<file path="src/rtl/rv_ctrl_alu_pkg.sv">
// Shared definitions for the RV32I decode/execute slice: opcode constants,
// ALUOp encodings, ALU op codes and the control-flag structs.
package rv_ctrl_alu_pkg;

  // Major opcodes (inst[6:0]) handled by this slice
  localparam logic [6:0] OP_R      = 7'b0110011;
  localparam logic [6:0] OP_IMM    = 7'b0010011;
  localparam logic [6:0] OP_LOAD   = 7'b0000011;
  localparam logic [6:0] OP_STORE  = 7'b0100011;
  localparam logic [6:0] OP_BRANCH = 7'b1100011;

  // 4-bit ALUOp from the main decoder: {funct7[5] or SUB select, funct3}
  localparam logic [3:0] ALUOP_ADD = 4'b0000;
  localparam logic [3:0] ALUOP_SUB = 4'b1000;

  // 6-bit ALU op codes consumed by rv_alu_core; 10..63 yield a zero result
  localparam logic [5:0] ALU_ADD  = 6'd0;
  localparam logic [5:0] ALU_SUB  = 6'd1;
  localparam logic [5:0] ALU_SLL  = 6'd2;
  localparam logic [5:0] ALU_SLT  = 6'd3;
  localparam logic [5:0] ALU_SLTU = 6'd4;
  localparam logic [5:0] ALU_XOR  = 6'd5;
  localparam logic [5:0] ALU_SRL  = 6'd6;
  localparam logic [5:0] ALU_SRA  = 6'd7;
  localparam logic [5:0] ALU_OR   = 6'd8;
  localparam logic [5:0] ALU_AND  = 6'd9;

  // Full decoder output, MSB-first in the classic table order
  typedef struct packed {
    logic branch;
    logic mem_read;
    logic mem_to_reg;
    logic mem_write;
    logic alu_src;
    logic reg_write;
  } ctrl_t;

  // The subset of control that travels on to MEM/WB
  typedef struct packed {
    logic branch;
    logic mem_read;
    logic mem_to_reg;
    logic mem_write;
    logic reg_write;
  } out_flags_t;

  // Map a 4-bit ALUOp onto the ALU op code
  function automatic logic [5:0] alu_ctrl(input logic [3:0] alu_op);
    logic [5:0] code;
    unique case (alu_op[2:0])
      3'b000:  code = alu_op[3] ? ALU_SUB : ALU_ADD;
      3'b001:  code = ALU_SLL;
      3'b010:  code = ALU_SLT;
      3'b011:  code = ALU_SLTU;
      3'b100:  code = ALU_XOR;
      3'b101:  code = alu_op[3] ? ALU_SRA : ALU_SRL;
      3'b110:  code = ALU_OR;
      default: code = ALU_AND;
    endcase
    return code;
  endfunction

endpackage

</file>
<file path="src/rtl/rv_alu_core.sv">
// Purely combinational 32-bit RV32I ALU: result and zero flag from A, B and
// a 6-bit op code. Unmapped op codes give a zero result.
module rv_alu_core
  import rv_ctrl_alu_pkg::*;
#(
  parameter int DATA_W = 32
) (
  input  logic [DATA_W-1:0] a_i,
  input  logic [DATA_W-1:0] b_i,
  input  logic [5:0]        op_i,
  output logic [DATA_W-1:0] result_o,
  output logic              zero_o
);

  logic [4:0] shamt;
  assign shamt = b_i[4:0];

  // Select the operation; every path assigns result_o
  always_comb begin
    // NOTE: default assigned first so no path through the case leaves
    // result_o unassigned, which would otherwise infer a latch.
    result_o = '0;
    unique case (op_i)
      ALU_ADD:  result_o = a_i + b_i;
      ALU_SUB:  result_o = a_i - b_i;
      ALU_SLL:  result_o = a_i << shamt;
      ALU_SLT:  result_o = {{(DATA_W-1){1'b0}}, ($signed(a_i) < $signed(b_i))};
      ALU_SLTU: result_o = {{(DATA_W-1){1'b0}}, (a_i < b_i)};
      ALU_XOR:  result_o = a_i ^ b_i;
      ALU_SRL:  result_o = a_i >> shamt;
      ALU_SRA:  result_o = $unsigned($signed(a_i) >>> shamt);
      ALU_OR:   result_o = a_i | b_i;
      ALU_AND:  result_o = a_i & b_i;
      default:  result_o = '0;
    endcase
  end

  assign zero_o = (result_o == '0);

endmodule

</file>
<file path="src/rtl/rv_ctrl_alu.sv">
// RV32I decode/execute slice: main control decoder, ALU-operation decoder
// and ALU, with every output registered once (ID/EX to EX/MEM boundary).
// Optional: define RV_CTRL_ALU_ILLEGAL_EN to add the illegal_o port, which
// flags unsupported encodings and squashes their control flags.
module rv_ctrl_alu
  import rv_ctrl_alu_pkg::*;
#(
  parameter int DATA_W = 32
) (
  input  logic              clk_i,
  input  logic              rst_i,
  input  logic              valid_i,
  input  logic [31:0]       inst_i,
  input  logic [DATA_W-1:0] rs1_data_i,
  input  logic [DATA_W-1:0] rs2_data_i,
  input  logic [DATA_W-1:0] imm_i,
  output logic              branch_o,
  output logic              mem_read_o,
  output logic              mem_to_reg_o,
  output logic              mem_write_o,
  output logic              reg_write_o,
  output logic [DATA_W-1:0] alu_result_o,
  output logic              zero_o,
  output logic [DATA_W-1:0] store_data_o
`ifdef RV_CTRL_ALU_ILLEGAL_EN
  ,
  output logic              illegal_o
`endif
);

  logic [6:0] opcode;
  logic [2:0] funct3;
  logic [6:0] funct7;

  assign opcode = inst_i[6:0];
  assign funct3 = inst_i[14:12];
  assign funct7 = inst_i[31:25];

  // Register/immediate fields are decoded upstream; only the xor keeps them visible
  logic unused_inst_bits;
  assign unused_inst_bits = ^{inst_i[31], inst_i[29:15], inst_i[11:7]};

  ctrl_t       ctrl;
  logic [3:0]  alu_op;
  logic        illegal;

  // Main control decode: flags and ALUOp from the opcode
  always_comb begin
    ctrl    = '0;
    alu_op  = ALUOP_ADD;
    illegal = 1'b0;
    if (valid_i) begin
      unique case (opcode)
        OP_R: begin
          ctrl   = 6'b000001;
          alu_op = {funct7[5], funct3};
`ifdef RV_CTRL_ALU_ILLEGAL_EN
          if (funct7 != 7'b0000000 && funct7 != 7'b0100000) illegal = 1'b1;
          if (funct7 == 7'b0100000 && funct3 != 3'b000 && funct3 != 3'b101) illegal = 1'b1;
`endif
        end
        OP_IMM: begin
          ctrl   = 6'b000011;
          alu_op = {(funct3 == 3'b101) ? funct7[5] : 1'b0, funct3};
        end
        OP_LOAD:  ctrl = 6'b011011;
        OP_STORE: ctrl = 6'b000110;
        OP_BRANCH: begin
          ctrl   = 6'b100000;
          alu_op = ALUOP_SUB;
`ifdef RV_CTRL_ALU_ILLEGAL_EN
          if (funct3 != 3'b000) illegal = 1'b1;
`endif
        end
        default: begin
`ifdef RV_CTRL_ALU_ILLEGAL_EN
          illegal = 1'b1;
`endif
        end
      endcase
    end
`ifdef RV_CTRL_ALU_ILLEGAL_EN
    if (illegal) ctrl = '0;
`endif
  end

  // ALU operand select and execute
  logic [DATA_W-1:0] alu_b;
  logic [DATA_W-1:0] alu_result;
  logic              alu_zero;

  assign alu_b = ctrl.alu_src ? imm_i : rs2_data_i;

  rv_alu_core #(
    .DATA_W (DATA_W)
  ) u_alu (
    .a_i      (rs1_data_i),
    .b_i      (alu_b),
    .op_i     (alu_ctrl(alu_op)),
    .result_o (alu_result),
    .zero_o   (alu_zero)
  );

  // Pipeline-register next state
  out_flags_t        flags_d,      flags_q;
  logic [DATA_W-1:0] result_d,     result_q;
  logic              zero_d,       zero_q;
  logic [DATA_W-1:0] store_data_d, store_data_q;
  logic              illegal_d,    illegal_q;

  // Assemble the values captured at the next edge
  always_comb begin
    flags_d      = '{branch:     ctrl.branch,
                     mem_read:   ctrl.mem_read,
                     mem_to_reg: ctrl.mem_to_reg,
                     mem_write:  ctrl.mem_write,
                     reg_write:  ctrl.reg_write};
    result_d     = alu_result;
    zero_d       = alu_zero;
    store_data_d = rs2_data_i;
    illegal_d    = illegal;
  end

  // Output register; asynchronous reset clears everything
  always_ff @(posedge clk_i or posedge rst_i) begin
    // NOTE: non-blocking assignments so every flop samples pre-edge values
    // regardless of statement order.
    if (rst_i) begin
      flags_q      <= '0;
      result_q     <= '0;
      zero_q       <= 1'b0;
      store_data_q <= '0;
      illegal_q    <= 1'b0;
    end else begin
      flags_q      <= flags_d;
      result_q     <= result_d;
      zero_q       <= zero_d;
      store_data_q <= store_data_d;
      illegal_q    <= illegal_d;
    end
  end

  assign branch_o     = flags_q.branch;
  assign mem_read_o   = flags_q.mem_read;
  assign mem_to_reg_o = flags_q.mem_to_reg;
  assign mem_write_o  = flags_q.mem_write;
  assign reg_write_o  = flags_q.reg_write;
  assign alu_result_o = result_q;
  assign zero_o       = zero_q;
  assign store_data_o = store_data_q;

`ifdef RV_CTRL_ALU_ILLEGAL_EN
  assign illegal_o = illegal_q;
`else
  logic unused_illegal_q;
  assign unused_illegal_q = illegal_q;
`endif

endmodule

</file>
<file path="config.mk">
export PLATFORM = sky130hd
export DESIGN_NAME = rv_ctrl_alu
export DESIGN_NICKNAME = d
export VERILOG_FILES = /design/src/rtl/rv_ctrl_alu_pkg.sv /design/src/rtl/rv_alu_core.sv /design/src/rtl/rv_ctrl_alu.sv
export SDC_FILE = /design/constraint.sdc
export NUM_CORES = 1
export LEC_CHECK = 0
export BUFFER_PORTS_ARGS = -buffer_cell sky130_fd_sc_hd__buf_2
export CAP_MARGIN = 15
export CORE_MARGIN = 4
export CORE_UTILIZATION = 50
export CTS_CLUSTER_DIAMETER = 120
export DETAILED_ROUTE_END_ITERATION = 12
export HOLD_SLACK_MARGIN = 0.08
export PLACE_DENSITY = 0.73
export SLEW_MARGIN = 20
export SYNTH_ARGS = -nofsm -noshare
export SYNTH_HDL_FRONTEND = slang
export SYNTH_SLANG_ARGS = --single-unit
export TNS_END_PERCENT = 30
</file>
<file path="constraint.sdc">
create_clock -name clk_i -period 1.9 [get_ports clk_i]
set_input_delay 0.095 -clock clk_i [delete_from_list [all_inputs] [get_ports clk_i]]
set_output_delay 0.095 -clock clk_i [all_outputs]
set_load 0.005 [all_outputs]
</file>
==> summary.md, run 1 <==
| Metric | Value |
|---|---|
| RePlAce Congestion | 1.35 |
| Top cells by area, synth | dfrtp_1 14%, ha_1 9.1%, nand2_1 7.7%, a21oi_1 7.0%, nor2_1 4.0% |
| Mapped Area | ~0.012 mm^2 |
| CTS Buf Count | 9 |
| Yosys reg bits | 69 |
| Outcome | stopped before the end |
| Congestion Overflow GR | 306 |
| Top Ports | roughly 200 |
| Worst EP Category | sequential cell input |
| Tot GR Track Use | 0.797 |
| Mapped Nets | 1,998 |
| Depth of the CTS H-tree | 3 |
| Syn Inst Count | approximately 1,800 |
| Die X | 165 um |
| Share of the synthesized area in the top cell type | 0.140 |
| Number of flops mapped to enable cells by yosys | 0 |
| Die height | roughly 170 um |
| Num rows | 57 |
| Starting density of the core | 0.508 |
| Worst_ep grt | zero_o$_DFF_PP0_/D |
| Last stage | global routing |
| Largest net degree at the start of global routing | between 40 and 50 |
| Pre-CTS setup slack | -3130 ps |
| Seq/Total Area, Yosys | 0.140 |
| Synth Flop Type | dfrtp_1 |
| HPWL after DPL | 56,200 um |
| Synth unique cells | 100 |
| Root buffer cell | clkbuf_16 |
| IO buf count | 179 |
| Mean area per synthesized cell | approximately 7.0 um^2 |
| FFs w/ async S/R, synth | 1.00 |
| Yosys warning total | 0 |
| Clk sink count | 69 |
| Stop err | [ERROR GRT-0232] Routing congestion too high. Check the congestion heatmap in the GUI. |
| Yosys top cell by area | dfrtp_1 |
| Clk buf depth | 2 |
[cell families after synthesis]
kind of cell	count (synthesis)	share of synthesized area
and+or+nand+nor	654	0.251
buffers and inverters	238	0.0799
AOI/OAI and AO/OA	647	0.367
DFF	69	0.140
adders and majority gates	91	0.0927
xor gates and xnor gates	21	0.0149
muxes	56	0.0549
[repair_timing]
| item | CTS |
|---|---|
| pin swaps | 36 |
| hold buffers | 32 |
| setup buffers | 15 |
| endpoints found under the setup margin | 33 |
| resized for setup | 133 |
| hold endpoints to repair | 60 |
| gates cloned | 1 |
[cell usage after synthesis, types with 10 or more instances]
cell type	instances
inv_1	98
a2111oi_0	19
and3_1	13
a311oi_1	15
o31ai_1	23
nor2b_1	13
nand4_1	22
o21ai_0	84
nand3_1	40
o211ai_1	31
ha_1	90
or3_1	20
nand2b_1	20
clkbuf_1	83
mux2i_1	38
a211oi_1	40
a221oi_1	17
a32oi_1	10
nor4_1	21
a211o_1	11
nor2_1	132
buf_2	26
and2_1	13
nor3_1	65
o221ai_1	14
nand2_1	253
dfrtp_1	69
a31oi_1	27
xnor2_1	17
a21oi_1	173
o32ai_1	10
o22ai_1	25
buf_1	13
a22oi_1	30
[through the flow]
| step | hold slack (ps) | setup TNS (ps) | cells | instance area, um^2 | utilization |
|---|---|---|---|---|---|
| 4_1_cts | 82.4 | -42040 | 2903 | 19900 | 0.819 |
| 3_3_place_gp | 178 | -56160 | 2841 | 18600 | 0.764 |
| 2_1_floorplan | 126 | -47860 | 1776 | 12800 | - |
| 3_5_place_dp | 189 | -59670 | 2841 | 18600 | 0.764 |
[metal layers]
| metal | global-route usage | GRT overflow |
|---|---|---|
| met5 | 0.534 | 3 |
| met4 | 0.777 | 114 |
| met3 | 0.709 | 24 |
| met2 | 0.918 | 149 |
| met1 | 0.781 | 16 |
==> run 2: changes to the inputs <==
- CORE_UTILIZATION: 50 -> 35
- CTS_CLUSTER_DIAMETER: 120 -> unset
- HOLD_SLACK_MARGIN: 0.08 -> unset
- PLACE_DENSITY: 0.73 -> unset
- PLACE_DENSITY_LB_ADDON: unset -> 0.15
- clock period: 1.9 -> 2.45 ns (I/O delays scaled with it)
==> summary.md, run 2 <==
| Metric | Value |
|---|---|
| Die area | 0.0384 mm^2 |
| Tot GR Track Use | 0.424 |
| Worst setup EP type | register |
| Final nets | 2,879 |
| Remaining DRCs | 0 |
| Setup tns final | -30,190 ps |
| Max Cap Violations | 0 |
| Congestion Overflow GR | 0 |
| FFs w/ async S/R, synth | 1.00 (unchanged) |
| Top cells by area, synth | dfrtp_1 14%, ha_1 9.1%, nand2_1 7.7%, a21oi_1 7.0%, nor2_1 4.0% |
| Share of the synthesized area in the top cell type | 0.140 (unchanged) |
| Hold WS | 70.9 ps |
| Syn Inst Count | 1,776 (unchanged) |
| Mapped Area | 0.0124 mm^2 (unchanged) |
| Crit-path leading delay family | simple AND/OR/NAND/NOR gates |
| RePlAce Congestion | 1.09 (-19%) |
| CP Class | in -> reg |
| Failing checks | negative setup slack |
| Worst Min Path Start | rs2_data_i[1] |
| Max Slew Vio Count | 0 |
| Worst-path clk slew | 70 ps |
| CTS tree | yes |
| Most common cell after layout, fill and taps aside | buf_4 |
| Slowest stage cell, crit path | or4b_4 |
| Starting density of the core | 0.356 (-0.152) |
| Critical path arrival | roughly 4700 ps |
| CTS Buf Count | 9 (unchanged) |
| Pleak | ~10 nW |
| Worst hold path depth | 2 |
| Crit path time final | 4370 ps |
| Least-Margin Pin Slew | 893 ps |
| Peak per-stage delay on the critical path | 500 ps |
| Final period utilization | 1.79 |
| Antenna-violating nets left | 0 |
| Die height | 196 um (+19%) |
| Via count | 19,267 |
| Mean area per synthesized cell | 6.96 um^2 (unchanged) |
| Synth Flop Type | dfrtp_1 |
| Seq/Total Area, Yosys | 0.140 (unchanged) |
| Worst-path fanout max | 3 |
| Top Ports | 201 (unchanged) |
| CP startpoint kind | primary input |
| Mapped Nets | 1,998 (unchanged) |
| Depth of the CTS H-tree | 3 (unchanged) |
| Die X | 196 um (+19%) |
| Outcome | complete, but fails checks |
| Top-count cell post-synth | nand2_1 |
| Peak VDD IR | around 0.43 mV |
| IO buf count | 179 (unchanged) |
| Root buffer cell | clkbuf_16 |
| Yosys reg bits | 69 (unchanged) |
| Placed Cells incl. Taps | 3,034 (+6.8%) |
| Hold crit path type | in -> reg |
| Number of flops mapped to enable cells by yosys | 0 (unchanged) |
| RSZ-0062 raised after global routing | yes |
| Worst-path cell chain | buf_2 -> buf_4 -> a21oi_4 -> buf_4 -> nand3_4 -> mux2i_4 -> inv_2 -> ha_4 -> o21ai_0 -> or2_4 -> nand3_1 -> a21oi_1 -> a211oi_2 -> o2111ai_2 -> a211o_1 -> nor4_4 -> buf_4 -> or4b_4 -> nor4_4 -> nand4_1 -> a2111oi_2 -> and3b_1 |
| Fraction of layout cells with a size suffix above 1 | 0.464 |
| WL/cell | 27.5 um |
| HPWL after DPL | 69,400 um (+23%) |
| Util after Layout | 0.617 |
| Synth-to-layout area growth | 73.2% |
| Largest net degree at the start of global routing | 43 |
| Clk buf depth | 2 (unchanged) |
| Cell Pwr Density | 365 mW/mm^2 |
| Fmax | roughly 230 MHz |
| Setup violations, final | 33 |
| Setup ws final | -1920 ps |
| Hold Fails Final Rpt | 0 |
| Layout Cells excl Fill | 3,120 |
| Worst path bufs/invs | 5 |
| Core Box Area | 0.0347 mm^2 |
| First-pass GRT wire length | 122,000 um |
| Routed WL | 85,700 um |
| Antenna violations before repair | 3 |
| Detailed-router iteration count before antenna repair | 7 |
| Req. time, crit path | 2770 ps |
| Crit path top cell by count | buf_4 |
| Iter 0 DRT Violations | 2,200 |
| Slew HR | 0.388 |
| Synth unique cells | 100 (unchanged) |
| Yosys warning total | 0 (unchanged) |
| DR vias/cell | 6.18 |
| Hold endpoint | store_data_o[1] |
| Vias in the first global route | 18,520 |
| Clk sink count | 69 (unchanged) |
| Most instantiated cells after synthesis | 253 x nand2_1, 173 x a21oi_1, 132 x nor2_1, 98 x inv_1, 90 x ha_1 |
| Yosys top cell by area | dfrtp_1 |
| Num rows | 68 (+19%) |
| Commonest cells after routing, fill and taps aside | 760 x buf_4, 234 x nand2_1, 178 x buf_2 |
-- run 2: per-stage QoR --
stage / power [mW] / setup WS, ps / area (um^2)
6_report: 7.81 / -1920 / 21400
3_3_place_gp: 5.53 / -2380 / 19200
2_1_floorplan: 3.16 / -1900 / 12800
5_1_grt: 8.11 / -2020 / 21400
3_5_place_dp: 5.55 / -2400 / 19200
4_1_cts: 7.37 / -1810 / 20300
-- run 2: repair_timing --
| item | 4_1_cts | 5_1_grt |
|---|---|---|
| hold endpoints to repair | 55 | 0 |
| endpoints found under the setup margin | 33 | 33 |
| resized for setup | 105 | 168 |
| buffers inserted | 3 | 39 |
| hold buffers | 29 | 0 |
| cloned | 0 | 1 |
| pin swaps | 13 | 92 |
-- run 2: power breakdown --
group          internal (mW)  switching [mW]  total [mW]
sequential              1.27          0.0328        1.30
clock                  0.928           0.699        1.63
combinational           2.25            2.63        4.88
-- run 2: cell families after synthesis --
group / share of synthesized area
xor gates and xnor gates: 0.0149
and+or+nand+nor: 0.251
AOI/OAI and AO/OA: 0.367
DFF: 0.140
adders and majority gates: 0.0927
muxes: 0.0549
buffers and inverters: 0.0799
-- run 2: worst max path at each step --
stage | start | to | slack [ps] | cells past startpoint
floorplan | inst_i[2] | zero_o | -1900 | 23
global placement | inst_i[2] | zero_o | -2380 | 22
detailed placement | inst_i[2] | zero_o | -2400 | 24
CTS | inst_i[2] | zero_o | -1810 | 22
global route | inst_i[5] | zero_o | -2020 | 25
finish | inst_i[5] | zero_o | -1920 | 22
-- run 2: routing by layer --
| layer | wire length (um) | vias to the layer above | global-route usage |
|---|---|---|---|
| met3 | 8720 | 362 | 0.109 |
| met5 | 0 | - | 0 |
| met1 | 33200 | 9137 | 0.533 |
| li1 | - | 8454 | - |
| met2 | 37000 | 1314 | 0.648 |
| met4 | 6760 | 0 | 0.266 |
-- run 2: area by class of cell --
type                            count  area [um^2]
Antenna cell                        3         7.51
Clock buffer                       10          239
Clock inverter                      6         93.8
Fill cell                        3174        13300
Inverter                          105          407
Multi-Input combinational cell   1469        10900
Sequential cell                    69         1730
Tap cell                          455          569
Timing Repair Buffer             1003         7430
No activity file was read; power rests on OpenSTA's default activity.
==> run 3: changes to the inputs <==
- CTS_CLUSTER_DIAMETER: unset -> 150
- SETUP_SLACK_MARGIN: unset -> 0.2
- SYNTH_HIERARCHICAL: unset -> 1
==> summary.md, run 3 <==
| Metric | Value |
|---|---|
| Largest family of logic cells by synthesized area | compound AO/OA/AOI/OAI gates |
| Hold WS | 99.6 ps (+28.7 ps) |
| Seq/Total Area, Yosys | 0.142 (+0.00214) |
| Post-Place Cell Area | 0.0184 mm^2 (-4.5%) |
| Number of flops mapped to enable cells by yosys | 0 (unchanged) |
| Outcome | complete, but fails checks |
| Num rows | 68 (unchanged) |
| Worst setup EP type | register |
| Post-synthesis mux area share | 0.189 (+0.134) |
| Core Box Area | 0.0345 mm^2 (-0.74%) |
| Congestion Overflow GR | 0 (unchanged) |
| Yosys warning total | 6 (+6) |
| Crit path time final | 4330 ps (-44.3 ps) |
| Final period utilization | 1.77 (-0.0181) |
| Tot GR Track Use | 0.367 (-0.0565) |
| RePlAce Congestion | 1.04 (-4.8%) |
| Final nets | 2,601 (-9.7%) |
| Crit. Startpoint | inst_i[3] |
| Root buffer cell | clkbuf_16 |
| WL/cell | 25.6 um (-6.7%) |
| CTS tree | yes |
| Die height | 195 um (-0.73%) |
| Top Ports | 201 (unchanged) |
| Placed Cells incl. Taps | 2,732 (-10%) |
| Antenna violations before repair | 1 (-2) |
| Die X | 195 um (-0.73%) |
| Routed WL | 72,600 um (-15%) |
| Most common cell after layout, fill and taps aside | buf_4 |
| Max Slew Vio Count | 0 (unchanged) |
| Reg area | 0.00173 mm^2 (unchanged) |
| Setup ws final | -1880 ps (+44.3 ps) |
| Share of the synthesized area in the top cell type | 0.142 (+0.00214) |
| Antenna fix cells | 0 (-3) |
| CP startpoint kind | primary input |
| Synth Flop Type | dfrtp_1 |
| FFs w/ async S/R, synth | 1.00 (unchanged) |
| Top-count cell post-synth | nor2_1 |
| Fraction of layout cells with a size suffix above 1 | 0.513 (+0.0491) |
| Via count | 17,000 (-12%) |
| Yosys top cell by area | dfrtp_1 |
| Critical path arrival | 4600 ps (-100 ps) |
| Req. time, crit path | 2720 ps (-50 ps) |
| Peak VDD IR | 0.357 mV (-17%) |
| Worst-path clk slew | 70 ps (about the same) |
| HPWL after DPL | 58,700 um (-15%) |
| Hold Fails Final Rpt | 0 (unchanged) |
| # fillers | 3,143 (-0.98%) |
| Most instantiated cells after synthesis | 142 x nor2_1, 137 x nand2_1, 116 x a21oi_1, 99 x inv_1, 97 x ha_1 |
| Clk sink count | 69 (unchanged) |
| Iter 0 DRT Violations | 2,014 (-8.5%) |
| Pre-CTS setup slack | -3090 ps (-696 ps) |
| Worst Min Path Start | inst_i[5] |
| Slew HR | 0.406 (+0.0181) |
| Multi-input gate area in the final layout | 0.0109 mm^2 (-0.72%) |
| Hold crit path type | in -> reg |
| Synth unique cells | 95 (-5.0%) |
| Layout Cells excl Fill | 2,831 (-9.3%) |
| Vias in the first global route | 16,636 (-10%) |
| Commonest cells after routing, fill and taps aside | 668 x buf_4, 177 x buf_2, 134 x nand2_1 |
| Fmax | 231 MHz (+1.0%) |
| Top cells by area, synth | dfrtp_1 14%, ha_1 10%, mux4_2 8.9%, a21oi_1 4.8%, mux2_2 4.7% |
| Post-Synth XOR/XNOR Area | 0.00791 (-0.00697) |
| IO buf count | 179 (unchanged) |
| CP Class | in -> reg |
| Final Instance Area | 0.0207 mm^2 (-3.2%) |
| Depth of the CTS H-tree | 3 (unchanged) |
| Starting density of the core | 0.353 (-0.00277) |
| Setup violations, final | 33 (unchanged) |
| Worst setup path endpoint | alu_result_o[9] |
| Max Cap Violations | 0 (unchanged) |
| Least-Margin Pin Slew | 882 ps (-10.9 ps) |
| Synth-to-layout area growth | 70.3% |
| Syn Inst Count | 1,548 (-13%) |
| Clk buf depth | 2 (unchanged) |
| Yosys reg bits | 69 (unchanged) |
| Worst-path fanout max | 5 (+2) |
| RSZ-0062 raised after global routing | yes |
| Die area | 0.0378 mm^2 (-1.4%) |
| Compound-cell area share of the yosys netlist | 0.275 (-0.0926) |
| Detailed-router iteration count before antenna repair | 6 (-1) |
| Simple-Gate Fraction of Synth Area | 0.205 (-0.0457) |
| DR vias/cell | 6.00 (-2.8%) |
| Mean area per synthesized cell | 7.87 um^2 (+13%) |
| Mapped Area | 0.0122 mm^2 (-1.5%) |
| First-pass GRT wire length | 106,000 um (-13%) |
| Largest net degree at the start of global routing | 36 (-16%) |
| Cell Pwr Density | 351 mW/mm^2 (-3.8%) |
| CTS Buf Count | 9 (unchanged) |
| Failing checks | negative setup slack |
| Pleak | 9.69 nW (-2.9%) |
| Antenna-violating nets left | 0 (unchanged) |
| Adder-Cell Fraction of Synth Area | 0.103 (+0.0103) |
| Remaining DRCs | 0 (unchanged) |
[run 3: changes by cell type after synthesis, sizes merged, moves of 10 or more]
cell / change
clkbuf: -19
a2111oi: -12
a21oi: -58
mux2: +49
a311oi: -13
nor3: -27
o22ai: -10
a22oi: -14
mux4: +44
o21ai: -14
nand2: -116
a221o: +10
[run 3: kinds of logic after synthesis]
family | Yosys count
AOI/OAI and AO/OA | 483
xor gates and xnor gates | 11
adders and majority gates | 99
buffers and inverters | 220
DFF | 69
muxes | 156
other | 1
and+or+nand+nor | 509
[run 3: power breakdown]
| group | switching, mW | total [mW] | internal [mW] |
|---|---|---|---|
| clock network | 0.620 | 1.72 | 1.10 |
| registers | 0.0210 | 1.25 | 1.23 |
| logic | 2.25 | 4.31 | 2.05 |
[run 3: worst min-delay path by stage]
stage                                  to  slack [ps]  cells past startpoint
final                          mem_read_o         100                      3
after global routing           mem_read_o         120                      3
after CTS                      mem_read_o          70                      3
after detailed placement  alu_result_o[8]          60                      2
after global placement    alu_result_o[8]          50                      2
after floorplan           store_data_o[0]         150                      0
[run 3: what timing repair did]
action	in CTS	in global routing
resized for setup	219	53
hold buffers	33	0
hold endpoints to repair	44	0
pin swaps	64	34
setup buffers	43	7
setup endpoints to repair	33	33
[run 3: routing by layer]
metal,up-vias,part of all wire,GRT usage
li1,7500,-,-
met5,-,0,0
met3,162,0.10,0.0766
met1,8302,0.43,0.529
met2,1036,0.43,0.550
met4,0,0.034,0.120
[run 3: through the flow]
step,utilization,total power [mW],TNS [ps]
6_report,0.602,7.28,-30550
3_3_place_gp,0.533,4.94,-52460
4_1_cts,0.594,7.10,-28090
2_1_floorplan,-,2.95,-39530
5_1_grt,0.602,7.56,-33360
3_5_place_dp,0.533,4.96,-52660
[run 3: final cells by class]
cell class / instances / area share
Multi-Input combinational cell: 1272 / 0.524
Tap cell: 455 / 0.0275
Timing Repair Buffer: 918 / 0.328
Inverter: 101 / 0.0195
Clock buffer: 9 / 0.0109
Clock inverter: 7 / 0.00700
Sequential cell: 69 / 0.0833
[run 3: worst max-delay path, cell delays in order]
cell      delay [ps]
buf_6            100
nor2_4           110
nand4_4          100
a211oi_4         180
buf_6            160
buf_4            110
mux2_4           330
inv_8             90
ha_4             200
o21ba_4          200
or4_4            440
a211oi_4         370
nor2_2            80
mux2i_2          290
nand4_1          200
buf_4            180
buf_4            120
buf_4            120
buf_4            120
buf_4            120
buf_4            120
buf_4            120
buf_4            130
buf_4            120
buf_4            120
buf_4            120
buf_4            130
